### src/rtl/pll_ctrl_pkg.sv
// Shared encodings for the PLL integral-path gain scheduler: gear codes,
// evaluation phase and the integral step width.
package pll_ctrl_pkg;

  localparam int KI_W = 20;

  localparam logic [1:0] GEAR_WIDE   = 2'd0;
  localparam logic [1:0] GEAR_MID    = 2'd1;
  localparam logic [1:0] GEAR_NARROW = 2'd2;

  typedef enum logic {
    EVAL = 1'b0,
    HOLD = 1'b1
  } phase_t;

endpackage

### src/rtl/loop_gain_scheduler_if.sv
// Scheduler bus: PD sample stream and enable in, gear/step/lock status out.
// Handshake: a sample is taken on a rising clk edge where en && pd_valid; there is no ready.
interface loop_gain_scheduler_if;
  import pll_ctrl_pkg::*;

  logic            en;
  logic            pd_x;
  logic            pd_valid;
  logic [KI_W-1:0] ki_step;
  logic [1:0]      gear;
  logic            locked;
  logic            gear_chg;
  phase_t          phase;     // FSM state, exposed for checkers

  modport master (
    output en, pd_x, pd_valid,
    input  ki_step, gear, locked, gear_chg, phase
  );

  modport slave (
    input  en, pd_x, pd_valid,
    output ki_step, gear, locked, gear_chg, phase
  );

endinterface

### src/rtl/toggle_window_counter.sv
// Counts accepted PD samples and PD toggles over a fixed window; pulses win_done
// on the closing sample with the window's total toggle count (including that sample).
module toggle_window_counter #(
  parameter int WIN_LEN = 256,
  parameter int CW      = $clog2(WIN_LEN + 1)
) (
  input  logic          clk,
  input  logic          rst,
  input  logic          sample,
  input  logic          pd_x,
  input  logic          clear,
  output logic          win_done,
  output logic [CW-1:0] toggles
);

  localparam logic [CW-1:0] LAST = CW'(WIN_LEN - 1);

  logic [CW-1:0] sample_cnt;
  logic [CW-1:0] toggle_cnt;
  logic          prev_x;
  logic          first;
  logic          tog;

  // The first sample of a window has no predecessor to toggle against.
  assign tog      = sample && !first && (pd_x != prev_x);
  assign toggles  = toggle_cnt + {{(CW-1){1'b0}}, tog};
  assign win_done = sample && (sample_cnt == LAST);

  always_ff @(posedge clk) begin
    if (rst) begin
      sample_cnt <= '0;
      toggle_cnt <= '0;
      prev_x     <= 1'b0;
      first      <= 1'b1;
    end else if (clear) begin
      sample_cnt <= '0;
      toggle_cnt <= '0;
      first      <= 1'b1;
    end else if (sample) begin
      prev_x <= pd_x;
      if (win_done) begin
        sample_cnt <= '0;
        toggle_cnt <= '0;
        first      <= 1'b1;
      end else begin
        sample_cnt <= sample_cnt + 1'b1;
        toggle_cnt <= toggles;
        first      <= 1'b0;
      end
    end
  end

endmodule

### src/rtl/loop_gain_scheduler.sv
// Gear-shifting controller for the PLL integral path: steps WIDE->MID->NARROW on
// busy PD windows, drops straight to WIDE on quiet ones, then settles before re-evaluating.
module loop_gain_scheduler
  import pll_ctrl_pkg::*;
#(
  parameter int KI_WIDE   = 10000,
  parameter int KI_MID    = 2500,
  parameter int KI_NARROW = 625,
  parameter int WIN_LEN   = 256,
  parameter int TOGGLE_HI = 96,
  parameter int TOGGLE_LO = 32,
  parameter int SETTLE    = 64
) (
  input  logic                 clk,
  input  logic                 rst,
  loop_gain_scheduler_if.slave bus
);

  localparam int CW = $clog2(WIN_LEN + 1);
  localparam int HW = $clog2(SETTLE + 1);
  localparam logic [CW-1:0] HI_C      = CW'(TOGGLE_HI);
  localparam logic [CW-1:0] LO_C      = CW'(TOGGLE_LO);
  localparam logic [HW-1:0] HOLD_LAST = HW'(SETTLE - 1);

  phase_t        phase_q, phase_n;
  logic [1:0]    gear_q, gear_n;
  logic [HW-1:0] hold_q, hold_n;
  logic          chg_q, chg_n;
  logic          accept;
  logic          cnt_sample, cnt_clear;
  logic          win_done;
  logic [CW-1:0] toggles;

  assign accept = bus.en && bus.pd_valid;

  toggle_window_counter #(.WIN_LEN(WIN_LEN), .CW(CW)) u_win (
    .clk      (clk),
    .rst      (rst),
    .sample   (cnt_sample),
    .pd_x     (bus.pd_x),
    .clear    (cnt_clear),
    .win_done (win_done),
    .toggles  (toggles)
  );

  always_comb begin
    phase_n    = phase_q;
    gear_n     = gear_q;
    hold_n     = hold_q;
    chg_n      = 1'b0;
    cnt_sample = 1'b0;
    cnt_clear  = 1'b0;
    case (phase_q)
      EVAL: begin
        cnt_sample = accept;
        if (win_done) begin
          if (toggles >= HI_C && gear_q != GEAR_NARROW) begin
            gear_n = gear_q + 2'd1;
            chg_n  = 1'b1;
          end else if (toggles < LO_C && gear_q != GEAR_WIDE) begin
            gear_n = GEAR_WIDE;
            chg_n  = 1'b1;
          end
          if (chg_n) begin
            phase_n = HOLD;
            hold_n  = '0;
          end
        end
      end
      HOLD: begin
        // Samples here only age the settle timer; PD statistics are not gathered.
        if (accept) begin
          if (hold_q == HOLD_LAST) begin
            phase_n   = EVAL;
            hold_n    = '0;
            cnt_clear = 1'b1;
          end else begin
            hold_n = hold_q + 1'b1;
          end
        end
      end
      default: phase_n = EVAL;
    endcase
  end

  always_ff @(posedge clk) begin
    if (rst) begin
      phase_q <= EVAL;
      gear_q  <= GEAR_WIDE;
      hold_q  <= '0;
      chg_q   <= 1'b0;
    end else begin
      phase_q <= phase_n;
      gear_q  <= gear_n;
      hold_q  <= hold_n;
      chg_q   <= chg_n;
    end
  end

  always_comb begin
    case (gear_q)
      GEAR_MID:    bus.ki_step = KI_W'(KI_MID);
      GEAR_NARROW: bus.ki_step = KI_W'(KI_NARROW);
      default:     bus.ki_step = KI_W'(KI_WIDE);
    endcase
  end

  assign bus.gear     = gear_q;
  assign bus.locked   = (gear_q == GEAR_NARROW);
  assign bus.gear_chg = chg_q;
  assign bus.phase    = phase_q;

endmodule

### src/flat_wrapper.sv
// flat-port wrapper written by rule: the top's interface ports become plain ports
module loop_gain_scheduler_flat import pll_ctrl_pkg::*;
#(
  parameter int KI_WIDE   = 10000,
  parameter int KI_MID    = 2500,
  parameter int KI_NARROW = 625,
  parameter int WIN_LEN   = 256,
  parameter int TOGGLE_HI = 96,
  parameter int TOGGLE_LO = 32,
  parameter int SETTLE    = 64
)
  (clk, rst, bus_en, bus_pd_x, bus_pd_valid, bus_ki_step, bus_gear, bus_locked, bus_gear_chg, bus_phase);
  loop_gain_scheduler_if bus_i ();
  input  logic clk;
  input  logic rst;
  input wire logic [$bits(bus_i.en)-1:0] bus_en;
  input wire logic [$bits(bus_i.pd_x)-1:0] bus_pd_x;
  input wire logic [$bits(bus_i.pd_valid)-1:0] bus_pd_valid;
  output wire logic [$bits(bus_i.ki_step)-1:0] bus_ki_step;
  output wire logic [$bits(bus_i.gear)-1:0] bus_gear;
  output wire logic [$bits(bus_i.locked)-1:0] bus_locked;
  output wire logic [$bits(bus_i.gear_chg)-1:0] bus_gear_chg;
  output wire logic [$bits(bus_i.phase)-1:0] bus_phase;
  assign bus_i.en = bus_en;
  assign bus_i.pd_x = bus_pd_x;
  assign bus_i.pd_valid = bus_pd_valid;
  assign bus_ki_step = bus_i.ki_step;
  assign bus_gear = bus_i.gear;
  assign bus_locked = bus_i.locked;
  assign bus_gear_chg = bus_i.gear_chg;
  assign bus_phase = bus_i.phase;
  loop_gain_scheduler #(.KI_WIDE(KI_WIDE), .KI_MID(KI_MID), .KI_NARROW(KI_NARROW), .WIN_LEN(WIN_LEN), .TOGGLE_HI(TOGGLE_HI), .TOGGLE_LO(TOGGLE_LO), .SETTLE(SETTLE)) u_core (.clk(clk), .rst(rst), .bus(bus_i));
endmodule
### config.mk
export PLATFORM = sky130hd
export DESIGN_NAME = loop_gain_scheduler_flat
export DESIGN_NICKNAME = d
export VERILOG_FILES = /design/src/rtl/pll_ctrl_pkg.sv /design/src/rtl/loop_gain_scheduler_if.sv /design/src/rtl/toggle_window_counter.sv /design/src/rtl/loop_gain_scheduler.sv /design/src/flat_wrapper.sv
export SDC_FILE = /design/constraint.sdc
export NUM_CORES = 1
export LEC_CHECK = 0
export ABC_AREA = 1
export BUFFER_PORTS_ARGS = -buffer_cell sky130_fd_sc_hd__buf_2
export CORE_UTILIZATION = 55
export DETAILED_ROUTE_END_ITERATION = 8
export PLACE_DENSITY_LB_ADDON = 0.1
export SYNTH_ARGS = -nofsm -noshare
export SYNTH_HDL_FRONTEND = slang
export SYNTH_SLANG_ARGS = --single-unit
### constraint.sdc
create_clock -name clk -period 3.7 [get_ports clk]
set_input_delay 0.37 -clock clk [delete_from_list [all_inputs] [get_ports clk]]
set_output_delay 0.37 -clock clk [all_outputs]
set_load 0.1 [all_outputs]
; ---- After elaboration in Yosys (flattened, before gate mapping)
; Index checks and enable logic that the tools add are counted.
; Widths: inputs -> output; s select.
[word_totals]
word_cells = 64
output_inout_bits = 25
register_bits = 31
in_bits = 5
[op_classes]
addsub = 4
mux = 24
magnitude_cmp = 2
bitwise = 3
n_reduce_logical = 14
n_eq_ne = 9
[op_table]
columns = operator, count
row1 = $mux 7, 4
row2 = $pmux 14 s2, 1
row3 = $mux 9, 2
row4 = $pmux 7 s2, 1
row5 = $mux 1, 13
row6 = $add 9x1->9, 1
row7 = $add 9x1->9 const B, 1
row8 = $eq 9x8->1 const B, 1
row9 = $ge 9x7->1 const B, 1
row10 = $lt 9x6->1 const B, 1
row11 = $add 7x1->7 const B, 1
row12 = $eq 7x6->1 const B, 1
row13 = $logic_and 1x1->1, 6
row14 = $ne 2x2->1 const B, 3
row15 = $reduce_and 3->1, 2
row16 = $mux 2, 2
row17 = $reduce_bool 2->1, 2
row18 = $not 1->1, 3
row19 = $reduce_or 3->1, 1
row20 = $add 2x1->2 const B, 1
row21 = $eq 2x1->1 const B, 1
row22 = $eq 2x2->1 const B, 1
row23 = $ne 2x1->1 const B, 1
row24 = $pmux 1 s2, 1
row25 = 4 further kinds, 4

; ---- Depth between registers and ports, before layout
; Gate-level depths: netlist (run 1).
[depth]
ltp_word = 14
depth_mapped = 20
mapped_depth_nobuf = 19

; ---- Hierarchy
; Synthesis (run 1) repeated with hierarchy kept, for this count alone.
[hier_totals]
hier_cells = 262
hier_area_um2 = 1845.5
[modules_own_cells]
columns = module, seq_area_each_um2, area_each_um2, instances, cells_per_inst
row1 = toggle_window_counter, 400.4, 1036.0, 1, 143
row2 = loop_gain_scheduler, 220.2, 809.5, 1, 119

; ---- Worst setup path after synthesis (run 1)
; OpenSTA, ideal clock, no wires.
[synth_timing]
path_type = register to output
startpoint = reg u_core.gear_q[0] (netlist: u_core.bus.gear[0])
endpoint = out bus_ki_step[13]
path_stages_with_launch = 5
required_time_ps = 3330
arrival_time_ps = 3270
n_path_buf = 1
slack_ps = 60
cell_sequence = dfxtp_1 -> inv_1 -> ha_1 -> inv_1 -> buf_4
[synth_via]
elab_chain_cells = 2
word_cells_on_any_way = 3
classes_between = 2 x eq/ne / 1 x mux
[synth_rtl]
columns = element, line
row1 = "start, declared", loop_gain_scheduler.sv:26  ; logic [1:0] gear_q, gear_n;
row2 = "start signal, assigned", loop_gain_scheduler.sv:94  ; gear_q <= gear_n;
row3 = $eq 2x2->1 / $eq 2x1->1 (equally long branches), loop_gain_scheduler.sv:101  ; case (gear_q)
row4 = $pmux 14 s2 *, loop_gain_scheduler.sv:101
row5 = "end, declared", flat_wrapper.sv:19  ; output wire logic [$bits(bus_i.ki_step)-1:0] bus_ki_step;
; Every way passes the cells marked *; elsewhere a longest branch is shown, timed or not.

; ---- Final worst setup path (run 1)
[layout_timing]
startpoint = reg u_core.phase_q (netlist: u_core.bus.phase)
endpoint = reg u_core.hold_q[0]
[layout_via]
elab_chain_cells = 12
word_cells_on_any_way = 19
classes_between = 1 x add/sub / 2 x order compare / 3 x eq/ne / 6 x mux / 1 x bitwise / 6 x reduce/logical
[layout_rtl]
columns = element, line
row1 = "start, declared", loop_gain_scheduler.sv:25  ; phase_t phase_q, phase_n;
row2 = "start signal, assigned", loop_gain_scheduler.sv:93  ; phase_q <= phase_n;
row3 = $mux 1, loop_gain_scheduler.sv:53  ; case (phase_q)
row4 = $logic_and 1x1->1 (2 in series), toggle_window_counter.sv:25  ; assign tog = sample && !first && (pd_x != prev_x);
row5 = $add 9x1->9, toggle_window_counter.sv:26  ; assign toggles = toggle_cnt + {{(CW-1){1'b0}}, tog};
row6 = $lt 9x6->1, loop_gain_scheduler.sv:60  ; end else if (toggles < LO_C && gear_q != GEAR_WIDE) begin
row7 = $logic_and 1x1->1, loop_gain_scheduler.sv:60
row8 = $mux 1, loop_gain_scheduler.sv:60
row9 = $mux 1, loop_gain_scheduler.sv:57  ; if (toggles >= HI_C && gear_q != GEAR_NARROW) begin
row10 = $mux 1, loop_gain_scheduler.sv:56  ; if (win_done) begin
row11 = $mux 1, loop_gain_scheduler.sv:53
row12 = $ne 2x1->1 (no line), --
row13 = $reduce_and 3->1 (no line), --
row14 = "end signal, assigned", loop_gain_scheduler.sv:95  ; hold_q <= hold_n;
row15 = "end, declared", loop_gain_scheduler.sv:27  ; logic [HW-1:0] hold_q, hold_n;
; Parallel ways exist; a longest one is shown, timed or not. The select of a mux whose other input is x is not followed.
; A chain may end at the register's enable or synchronous reset.

==> results of run 1 <==
## metal layers
metal	vias up	GRT usage (%)	share of wire [%]
met5	-	0	0
met4	0	7.143	1.1
met3	5	7.366	4.3
met2	26	28.08	44
met1	624	24.79	51
li1	756	-	-
## cells in the mapped netlist, types with 2 or more instances
| cell type | number |
|---|---|
| nor2_2 | 5 |
| nand2_1 | 54 |
| dfxtp_1 | 31 |
| nand3b_1 | 2 |
| o21ai_0 | 5 |
| clkbuf_1 | 2 |
| ha_1 | 9 |
| a21oi_1 | 16 |
| inv_1 | 21 |
| xor2_1 | 5 |
| nand2_2 | 7 |
| nand4_1 | 3 |
| a211oi_1 | 3 |
| nor2_1 | 26 |
| buf_4 | 16 |
| or2_1 | 2 |
| inv_2 | 3 |
| nand3_1 | 11 |
| a21oi_2 | 3 |
## critical path, stage by stage, from the launching register on
cell and delay, ns:
dfxtp_1 0.35, inv_2 0.08, nand2_2 0.18, a211oi_1 0.24, ha_1 0.21, ha_1 0.19, nand2_1 0.09, nor2_2 0.11
nand2_1 0.06, nand2_1 0.06, nand2_1 0.08, nor2_2 0.15, nand2_1 0.08, nand2_2 0.07, nand2_2 0.06, nand2_4 0.11
nand2_2 0.10, a21oi_2 0.11
## worst paths after layout
check,start,endpoint,slack (ns),cells after the start
max,u_core.bus.phase,u_core.hold_q[0],1.31,17
min,rst,u_core.hold_q[4],0.31,2
max reg2reg,u_core.bus.phase,u_core.hold_q[0],1.31,17
min reg2reg,u_core.u_win.sample_cnt[8],u_core.u_win.sample_cnt[8],0.46,2
## kinds of logic after synthesis
logic type / share of synthesized area [%]
AO/OA/AOI/OAI: 11.24
XOR/XNOR: 3.066
adder cells (fa/ha/maj): 6.569
buffers and inverters: 12.99
flip-flops: 36.20
other: 0.2188
AND/OR/NAND/NOR: 29.71
## registers in the layout (all words and copies together), names as in the netlist
register,count
u_core.bus.phase,1
u_core.hold_q,7
u_core.bus.gear_chg,1
u_core.u_win.first,1
u_core.bus.gear,2
u_core.u_win.sample_cnt,9
u_core.u_win.prev_x,1
u_core.u_win.toggle_cnt,9
## power by group through the flow
stage / logic, mW / clock network, mW / registers [mW]
after floorplan: 0.0620 / 0 / 0.345
after global placement: 0.0593 / 0 / 0.346
after detailed placement: 0.0593 / 0 / 0.346
after CTS: 0.0594 / 0.286 / 0.338
after global routing: 0.0625 / 0.302 / 0.338
final: 0.0593 / 0.280 / 0.338
## cell type report
class | count | area [sq um]
multi-input cells | 169 | 900.9
inverters | 24 | 90.09
fillers | 277 | 1016
clock buffers | 6 | 51.30
clock inverters | 2 | 35.03
flip-flops and latches | 31 | 620.6
well taps | 31 | 38.79
repair buffers | 20 | 100.1
## stage by stage
stage / hold WS, ns / area [sq um] / utilization [%] / std cells / power [mW]
2_1_floorplan: 0.4363 / 1744 / - / 243 / 0.4073
3_3_place_gp: 0.4455 / 1750 / 61.36 / 275 / 0.4050
3_5_place_dp: 0.4488 / 1750 / 61.36 / 275 / 0.4049
4_1_cts: 0.2890 / 1837 / 64.39 / 283 / 0.6834
5_1_grt: 0.2952 / 1837 / 64.39 / 283 / 0.7033
6_report: 0.3072 / 1837 / 64.39 / 283 / 0.6773
==> reports/metrics.yaml, run 1 <==
status:
  status: "finished with violations"
  violations: "design-rule violations"
power:
  power_density_nw_per_um2: 368.7
  ir_drop_v: 0.0002307
  power_switching_share_pct: 25.95
  total_leakage_power_nw: 0.7892
  p_comb_share_pct: 8.8
  net-switching-power_mw: 0.1757
  p_seq_share_pct: 49.9
  internal-power_mw: 0.5015
  power_frac_clock_pct: 41.3
grt:
  grt_max_degree: 16
  grt.total_usage_pct: 18.88
  grt_pass1_wl_um: 4719
  antenna_found_initial: 0
  grt_pass1_vias: 1129
  gr-total-overflow: 0
floorplanning:
  num_rows: 19
  dieHeight_um: 57.83
  initial_core_util_pct: 60.09
  io_pins: 30
  die_area_sq_um: 3344
  coreArea_sq_um: 2853
  die_w_um: 57.83
synthesis:
  synth.area.top_cells: "dfxtp_1 36%, nand2_1 12%, buf_4 7.0%"
  synth_area_leader_cell: "dfxtp_1"
  syn_area_sq_um: 1714
  async_reset_ff_share_pct: 0
  synth_top_area_share_pct: 36.20
  synth-edff-count: 0
  ys_seq_area_share_pct: 36.20
  avgSynthCellArea_sq_um: 7.294
  ys_types: 30
  syn_inst: 235
  synth_flop_cell: "dfxtp_1"
  ys_warn_count: 0
  synth.ff_latch_count: 31
placement:
  pre_cts_ws_ns: 1.188
  post-dp-hpwl_um: 2093
  portBuffers: 20
  gp_congestion: 0.7600
timing:
  min_period_over_period_pct: 64.50
  tns_ns: 0
  worst_pin_slew_ns: 0.5780
  rsz0062_at_grt: "no"
  max_freq_mhz: 419.1
  final_hold_viol_count: 0
  layout_min_cycle_time_ns: 2.386
  setup_viol: 0
  setup_ws_ns: 1.314
  clock_skew_ns: 0.01012
  timing.final.max_slew_violations: 0
  max_slew_margin_pct: 61.32
drt:
  vias: 1411
  routedWlPerCell_um: 10.08
  drt_pass1_iterations: 8
  drt_iter0_markers: 61
  drc: 1
  via_per_inst: 4.986
  drt_wl_total_um: 2852
  drtAntennaViolNets: 0
clock_network:
  hold_buffers: 0
  cts-root-buf: "clkbuf_4"
  post_cts_resized: 0
  cts_buffer_depth: 2
  cts_inserted_buffers: 5
  cts.sinks: 31
  htreeDepth: 2
  path_clk_slew_ns: 0.09
  cts_tree: "done"
  post_cts_buffers: 0
  worstSkewPairLatency_ns: 0.33
final_layout:
  final_layout_size_suffix_gt1_share_pct: 20.24
  area_growth_pct: 7.153
  diodes: 0
  finalNetCount: 265
  layout_commonest_cell: "nand2_1"
  layout_common_cells: "54 x nand2_1, 31 x dfxtp_1, 26 x nor2_1"
min_path:
  hold_class: "primary input to flip-flop"
worst_setup_path:
  worst-setup-path-type: "flip-flop to flip-flop"
  end_kind: "flip-flop"
  cp-start-kind: "flip-flop"
  cp_max_fo: 15
  cp_data_arrival_time_ns: 2.66
  crit_required_ns: 3.97
job:
  cap_violations: 0
(Power assumes the default switching activity.)
==> run 2: changes to the inputs <==
--- a/config.mk
+++ b/config.mk
@@ -5,9 +5,9 @@
 export SDC_FILE = /design/constraint.sdc
 export NUM_CORES = 1
 export LEC_CHECK = 0
-export ABC_AREA = 1
+export ABC_AREA = 0
 export BUFFER_PORTS_ARGS = -buffer_cell sky130_fd_sc_hd__buf_2
-export CORE_UTILIZATION = 55
+export CORE_UTILIZATION = 50
 export DETAILED_ROUTE_END_ITERATION = 8
 export PLACE_DENSITY_LB_ADDON = 0.1
 export SYNTH_ARGS = -nofsm -noshare
==> constraint.sdc (replaced) <==
create_clock -name clk -period 2 [get_ports clk]
set_input_delay 0.2 -clock clk [delete_from_list [all_inputs] [get_ports clk]]
set_output_delay 0.2 -clock clk [all_outputs]
set_load 0.1 [all_outputs]
==> reports/metrics.yaml, run 2 <==
timing:
  layout_min_cycle_time_ns: 2.438  # +0.05185 ns
  final_hold_viol_count: 0  # unchanged
  min_period_over_period_pct: 121.9  # +57 points
  rsz0062_at_grt: "yes"
  tns_ns: -4.134  # -4.134 ns
  clock_skew_ns: 0.01645  # +0.006328 ns
  timing.final.max_slew_violations: 0  # unchanged
  max_freq_mhz: 410.1  # -2.1%
  setup_ws_ns: -0.4382  # -1.752 ns
  holdWs_ns: 0.1238  # -0.1834 ns
  setup_viol: 12  # +12
power:
  total_leakage_power_nw: 0.8439  # +6.9%
  ir_drop_v: 0.0003629  # +57%
  power_frac_clock_pct: 33.6  # -7.7 points
  power_density_nw_per_um2: 538.2  # +46%
  p_total_mw: 1.120  # +65%
  net-switching-power_mw: 0.3148  # +79%
  power_switching_share_pct: 28.09  # +2.1 points
  p_seq_share_pct: 55.4  # +5.5 points
  internal-power_mw: 0.8057  # +61%
  p_comb_share_pct: 11.0  # +2.2 points
clock_network:
  cts_inserted_buffers: 5  # unchanged
  cts_buffer_depth: 2  # unchanged
  cts.sinks: 31  # unchanged
  cts_tree: "done"
  hold_buffers: 0  # unchanged
  cts-root-buf: "clkbuf_4"
  htreeDepth: 2  # unchanged
  path_clk_slew_ns: 0.10  # about the same
  worstSkewPairLatency_ns: 0.32  # about the same
worst_setup_path:
  worst-setup-path-type: "flip-flop to flip-flop"
  end_kind: "flip-flop"
  cp_top_family: "simple AND/OR/NAND/NOR gates"
  cp-start-kind: "flip-flop"
  crit_chain: "nand3b_1 -> nor3_2 -> ha_2 -> buf_6 -> and3_4 -> nand4_1 -> a221oi_2 -> o31ai_2 -> buf_4 -> a32o_1"
  crit_required_ns: 2.21  # -1.76 ns
  cp.depth: 10  # -7
  cpMaxStageDelayCell: "dfxtp_4"
  timing.rr.start: "u_core.bus.phase"
  reg2reg_depth: 10  # -7
  cp_num_buf_inv: 2  # +1
  crit_start: "u_core.bus.phase"
  cp_max_fo: 11  # -4
  cp_data_arrival_time_ns: 2.64  # -0.02 ns
  max_stage_delay_ns: 0.35  # about the same
status:
  status: "finished with violations"
  violations: "negative setup slack"
synthesis:
  syn_inst: 219  # -6.8%
  async_reset_ff_share_pct: 0  # unchanged
  synth-xor-area-share_pct: 5.370  # +2.3 points
  synth.area.top_cells: "dfxtp_1 35%, buf_4 6.3%, ha_1 6.3%"
  synth_simple_gate_area_share_pct: 29.22  # -0.49 points
  ys_types: 45  # +50%
  synthTopCellsByCount: "31 x dfxtp_1, 20 x nor2_1, 19 x a21oi_1, 18 x nand2_1, 17 x nand3_1"
  ys_seq_area_share_pct: 34.59  # -1.6 points
  synth.ff_latch_count: 31  # unchanged
  synth_compound_area_share_pct: 13.25  # +2.0 points
  synth-edff-count: 0  # unchanged
  synth_top_family_by_area: "simple AND/OR/NAND/NOR gates"
  synth.most_common_cell: "dfxtp_1"
  syn_area_sq_um: 1794  # +4.7%
  avgSynthCellArea_sq_um: 8.193  # +12%
  ys_warn_count: 0  # unchanged
  synth_flop_cell: "dfxtp_1"
  synth_mux_area_share_pct: 0  # unchanged
  synth_top_area_share_pct: 34.59  # -1.6 points
  synth_fa_ha_area_share_pct: 6.276  # -0.29 points
  synth_area_leader_cell: "dfxtp_1"
grt:
  grt.total_usage_pct: 20.87  # +2.0 points
  gr-total-overflow: 0  # unchanged
  grt_pass1_vias: 1320  # +17%
  grt_pass1_wl_um: 5789  # +23%
  grt_max_degree: 13  # -3
  antenna_found_initial: 0  # unchanged
floorplanning:
  die_w_um: 61.91  # +7.1%
  coreArea_sq_um: 3390  # +19%
  dieHeight_um: 61.91  # +7.1%
  io_pins: 30  # unchanged
  die_area_sq_um: 3832  # +15%
  num_rows: 21  # +2
  initial_core_util_pct: 52.93  # -7.2 points
drt:
  drc: 0  # -1
  drtAntennaViolNets: 0  # unchanged
  drt_wl_total_um: 3800  # +33%
  via_per_inst: 5.452  # +9.4%
  drt_pass1_iterations: 5  # -3
  drt_iter0_markers: 96  # +57%
  routedWlPerCell_um: 13.01  # +29%
  vias: 1592  # +13%
placement:
  post-dp-hpwl_um: 2728  # +30%
  gp_congestion: 0.9582  # +26%
  portBuffers: 20  # unchanged
final_layout:
  final_layout_size_suffix_gt1_share_pct: 28.05  # +7.8 points
  layout_commonest_cell: "dfxtp_1"
  nFillCells: 310  # +12%
  final_util_pct: 61.42  # -3.0 points
  area_growth_pct: 16.04
  reg_top3: "u_core.u_win.sample_cnt: 9 flops, u_core.u_win.toggle_cnt: 9 flops, u_core.hold_q: 7 flops"
  seq_area_sq_um: 631.9  # +1.8%
  diodes: 0  # unchanged
  layout_common_cells: "28 x dfxtp_1, 20 x nor2_1, 20 x buf_2"
  finalNetCount: 259  # -2.3%
  multi_input_area_sq_um: 1067  # +18%
min_path:
  hold_depth: 3  # +1
  hp-start: "bus_pd_x"
  hold_class: "primary input to flip-flop"
job:
  cap_violations: 0  # unchanged
## run 2: path summary, 6_finish.rpt
| path | end | slack (ns) |
|---|---|---|
| max | u_core.bus.gear[1] | -0.44 |
| min | u_core.u_win.prev_x | 0.12 |
| max reg2reg | u_core.bus.gear[1] | -0.44 |
| min reg2reg | u_core.hold_q[6] | 0.44 |
## run 2: timing repair
item / CTS / global route
setup endpoints to repair: 12 / 13
resized for setup: 3 / 3
setup buffers: 1 / 0
pin swaps: 6 / 1
## run 2: final cells by class
cell class / instances / area share (%)
timing repair buffer: 37 / 11.30
multi-input combinational: 164 / 51.26
clock inverter: 1 / 0.2404
sequential: 31 / 30.35
tap: 46 / 2.764
inverter: 6 / 1.442
clock buffer: 7 / 2.644
## run 2: tightest hold or removal path: stages
cell     delay [ns]
buf_2          0.11
nand2_1        0.05
a21oi_1        0.05
## run 2: routing by layer
metal  global-route usage [%]  up-vias  part of all wire, %
met3                    4.348        4                  3.5
met2                    36.71       42                   50
met5                        0        -                    0
met4                    9.841        0                  1.3
li1                         -      792                    -
met1                    24.17      754                   46
## run 2: cells by family (layout without fill, tap and decap cells)
family	Yosys count	in the layout
buf+inv	32	51
compound gates	40	40
other cells	1	9
xor+xnor	11	11
simple gates	95	95
fa+ha+maj	9	9
flops	31	31
## run 2: power groups by stage
stage | clock network [mW] | registers [mW] | logic, mW
floorplan | 0 | 0.634 | 0.116
global route | 0.412 | 0.621 | 0.130
detailed placement | 0 | 0.635 | 0.123
finish | 0.376 | 0.621 | 0.123
global placement | 0 | 0.635 | 0.121
CTS | 0.394 | 0.621 | 0.123
## run 2: stage by stage
step	cell area, sq um	cells	worst slack [ns]
floorplan	1901	227	-0.6182
global placement	1986	283	-0.3046
detailed placement	1986	283	-0.3970
CTS	2071	292	-0.4198
global route	2082	292	-0.5502
finish	2082	292	-0.4382
==> run 3: changes to the inputs <==
--- a/config.mk
+++ b/config.mk
@@ -5,7 +5,7 @@
 export SDC_FILE = /design/constraint.sdc
 export NUM_CORES = 1
 export LEC_CHECK = 0
-export ABC_AREA = 0
+export ABC_AREA = 1
 export BUFFER_PORTS_ARGS = -buffer_cell sky130_fd_sc_hd__buf_2
 export CORE_UTILIZATION = 50
 export DETAILED_ROUTE_END_ITERATION = 8
==> reports/metrics.yaml, run 3 (synthesized netlist as in run 1, its figures left out) <==
status:
  status: "finished with violations"
  violations: "negative setup slack"
timing:
  setup_ws_ns: -0.1431  # +0.2951 ns
  setup_viol: 11  # -1
  layout_min_cycle_time_ns: 2.143  # -0.2951 ns
  timing.final.max_slew_violations: 0  # unchanged
  max_slew_margin_pct: 62.77
  rsz0062_at_grt: "yes"
  clock_skew_ns: 0.005436  # -0.01102 ns
  worst_pin_slew_ns: 0.5564
  max_freq_mhz: 466.6  # +14%
  min_period_over_period_pct: 107.2  # -15 points
  final_hold_viol_count: 0  # unchanged
worst_setup_path:
  cp_max_fo: 5  # -6
  cp_data_arrival_time_ns: 2.41  # -0.23 ns
  worst-setup-path-type: "flip-flop to flip-flop"
  cp-start-kind: "flip-flop"
  end_kind: "flip-flop"
  reg2reg_depth: 16  # +6
  crit_required_ns: 2.26  # +0.05 ns
power:
  total_leakage_power_nw: 0.8929  # +5.8%
  p_total_mw: 1.087  # -3.0%
  ir_drop_v: 0.0003883  # +7.0%
  power_density_nw_per_um2: 511.4  # -5.0%
placement:
  post-dp-hpwl_um: 2242  # -18%
  portBuffers: 20  # unchanged
  gp_congestion: 0.7513  # -22%
  placed_cell_area_sq_um: 1926  # -3.0%
  pre_cts_ws_ns: -0.07278  # +0.3242 ns
grt:
  grt_use_met3_pct: 6.397  # +2.0 points
  grt.total_usage_pct: 19.08  # -1.8 points
  grt.busiest_layer: "met2"
  grt_max_degree: 15  # +2
  use_met2_pct: 29.20  # -7.5 points
  grt_pass1_wl_um: 5119  # -12%
  gr-total-overflow: 0  # unchanged
  antenna_found_initial: 0  # unchanged
  grt_pass1_vias: 1176  # -11%
  grt.met1_usage_pct: 25.16  # +0.99 points
floorplanning:
  initial_core_util_pct: 54.37  # +1.4 points
  io_pins: 30  # unchanged
  die_w_um: 60.55  # -2.2%
  coreArea_sq_um: 3153  # -7.0%
  dieHeight_um: 60.55  # -2.2%
  num_rows: 20  # -4.8%
  die_area_sq_um: 3666  # -4.3%
drt:
  via_per_inst: 4.825  # -11%
  vias: 1520  # -4.5%
  routedWlPerCell_um: 10.37  # -20%
  drt_wl_total_um: 3266  # -14%
  drc: 0  # unchanged
  drt_pass1_iterations: 4  # -1
  drt_iter0_markers: 78  # -19%
  drtAntennaViolNets: 0  # unchanged
final_layout:
  layout_common_cells: "52 x nand2_1, 26 x dfxtp_1, 24 x nor2_1"
  multi_input_area_sq_um: 1039  # -2.7%
  reg_top3: "u_core.u_win.sample_cnt: 9 flops, u_core.u_win.toggle_cnt: 9 flops, u_core.hold_q: 7 flops"
  finalNetCount: 284  # +9.7%
  nFillCells: 286  # -7.7%
  area_growth_pct: 24.01
  seq_area_sq_um: 634.4  # +0.40%
  design_area_sq_um: 2126  # +2.1%
  layout_commonest_cell: "nand2_1"
  diodes: 0  # unchanged
  final_layout_size_suffix_gt1_share_pct: 36.16  # +8.1 points
clock_network:
  cts_inserted_buffers: 5  # unchanged
  worstSkewPairLatency_ns: 0.32  # about the same
  cts_tree: "done"
  cts.sinks: 31  # unchanged
  htreeDepth: 2  # unchanged
  path_clk_slew_ns: 0.09  # about the same
  cts_buffer_depth: 2  # unchanged
  cts-root-buf: "clkbuf_4"
job:
  cap_violations: 0  # unchanged
min_path:
  hold_class: "primary input to flip-flop"
  hold_depth: 2  # -1
run 3: changes by cell type in the layout (fill, tap and decap cells not counted), sizes merged, moves of 5 or more:
cell	delta
nand2	+45
and3	-6
nand3	-7
nor2	+12
inv	+18
a31oi	-5
run 3: worst max-delay path, cell delays in order (launching register included):
cell	delay (ns)
dfxtp_2	0.34
buf_6	0.11
a211oi_2	0.18
ha_2	0.23
ha_4	0.15
nand2_4	0.06
nor2_4	0.12
nand2_1	0.06
nand2_1	0.07
nand2_1	0.07
nor2_2	0.12
nand2_1	0.08
nand2_2	0.11
nand2_4	0.08
nand2_4	0.09
nand3_1	0.09
a21oi_2	0.11
run 3: final cells by class:
cell class	instances	share of cell area (%)
multi-input cells	170	48.85
clock buffers	7	2.119
repair buffers	38	11.42
flip-flops and latches	31	29.84
inverters	24	4.944
clock inverters	1	0.2354
well taps	44	2.590
run 3: per-layer routing:
layer  share of wire [%]  wire [um]
met5                   0          0
met4                 1.3         42
met3                 3.4        112
met2                  46       1516
met1                  49       1594
run 3: power breakdown:
| part | switching [mW] | internal (mW) | total, mW |
|---|---|---|---|
| Clock | 0.204 | 0.137 | 0.341 |
| Sequential | 0.00369 | 0.618 | 0.622 |
| Combinational | 0.104 | 0.0200 | 0.124 |
| Total | 0.312 | 0.775 | 1.09 |
run 3: repair_timing:
action,4_1_cts,5_1_grt
gates cloned,1,0
hold buffers,0,0
gates resized for setup,2,23
pin swaps,5,21
endpoints found under the setup margin,10,12
buffers inserted,4,4
run 3: final timing paths:
path,to,startpoint,slack [ns]
setup / recovery,u_core.hold_q[3],u_core.u_win.prev_x,-0.14
hold / removal,u_core.hold_q[2],rst,0.15
setup reg to reg,u_core.hold_q[3],u_core.u_win.prev_x,-0.14
hold reg to reg,u_core.u_win.sample_cnt[2],u_core.u_win.sample_cnt[2],0.47
run 3: metrics by stage:
step | hold WS [ns] | util, % | setup TNS (ns) | cells
final | 0.1483 | 67.42 | -1.378 | 315
after global routing | 0.1360 | 67.42 | -3.261 | 315
after CTS | 0.1248 | 64.13 | -0.5898 | 312
after detailed placement | 0.4567 | 61.07 | -0.4928 | 299
after global placement | 0.4440 | 61.07 | -0.1123 | 299
after floorplan | 0.3629 | - | -2.076 | 243
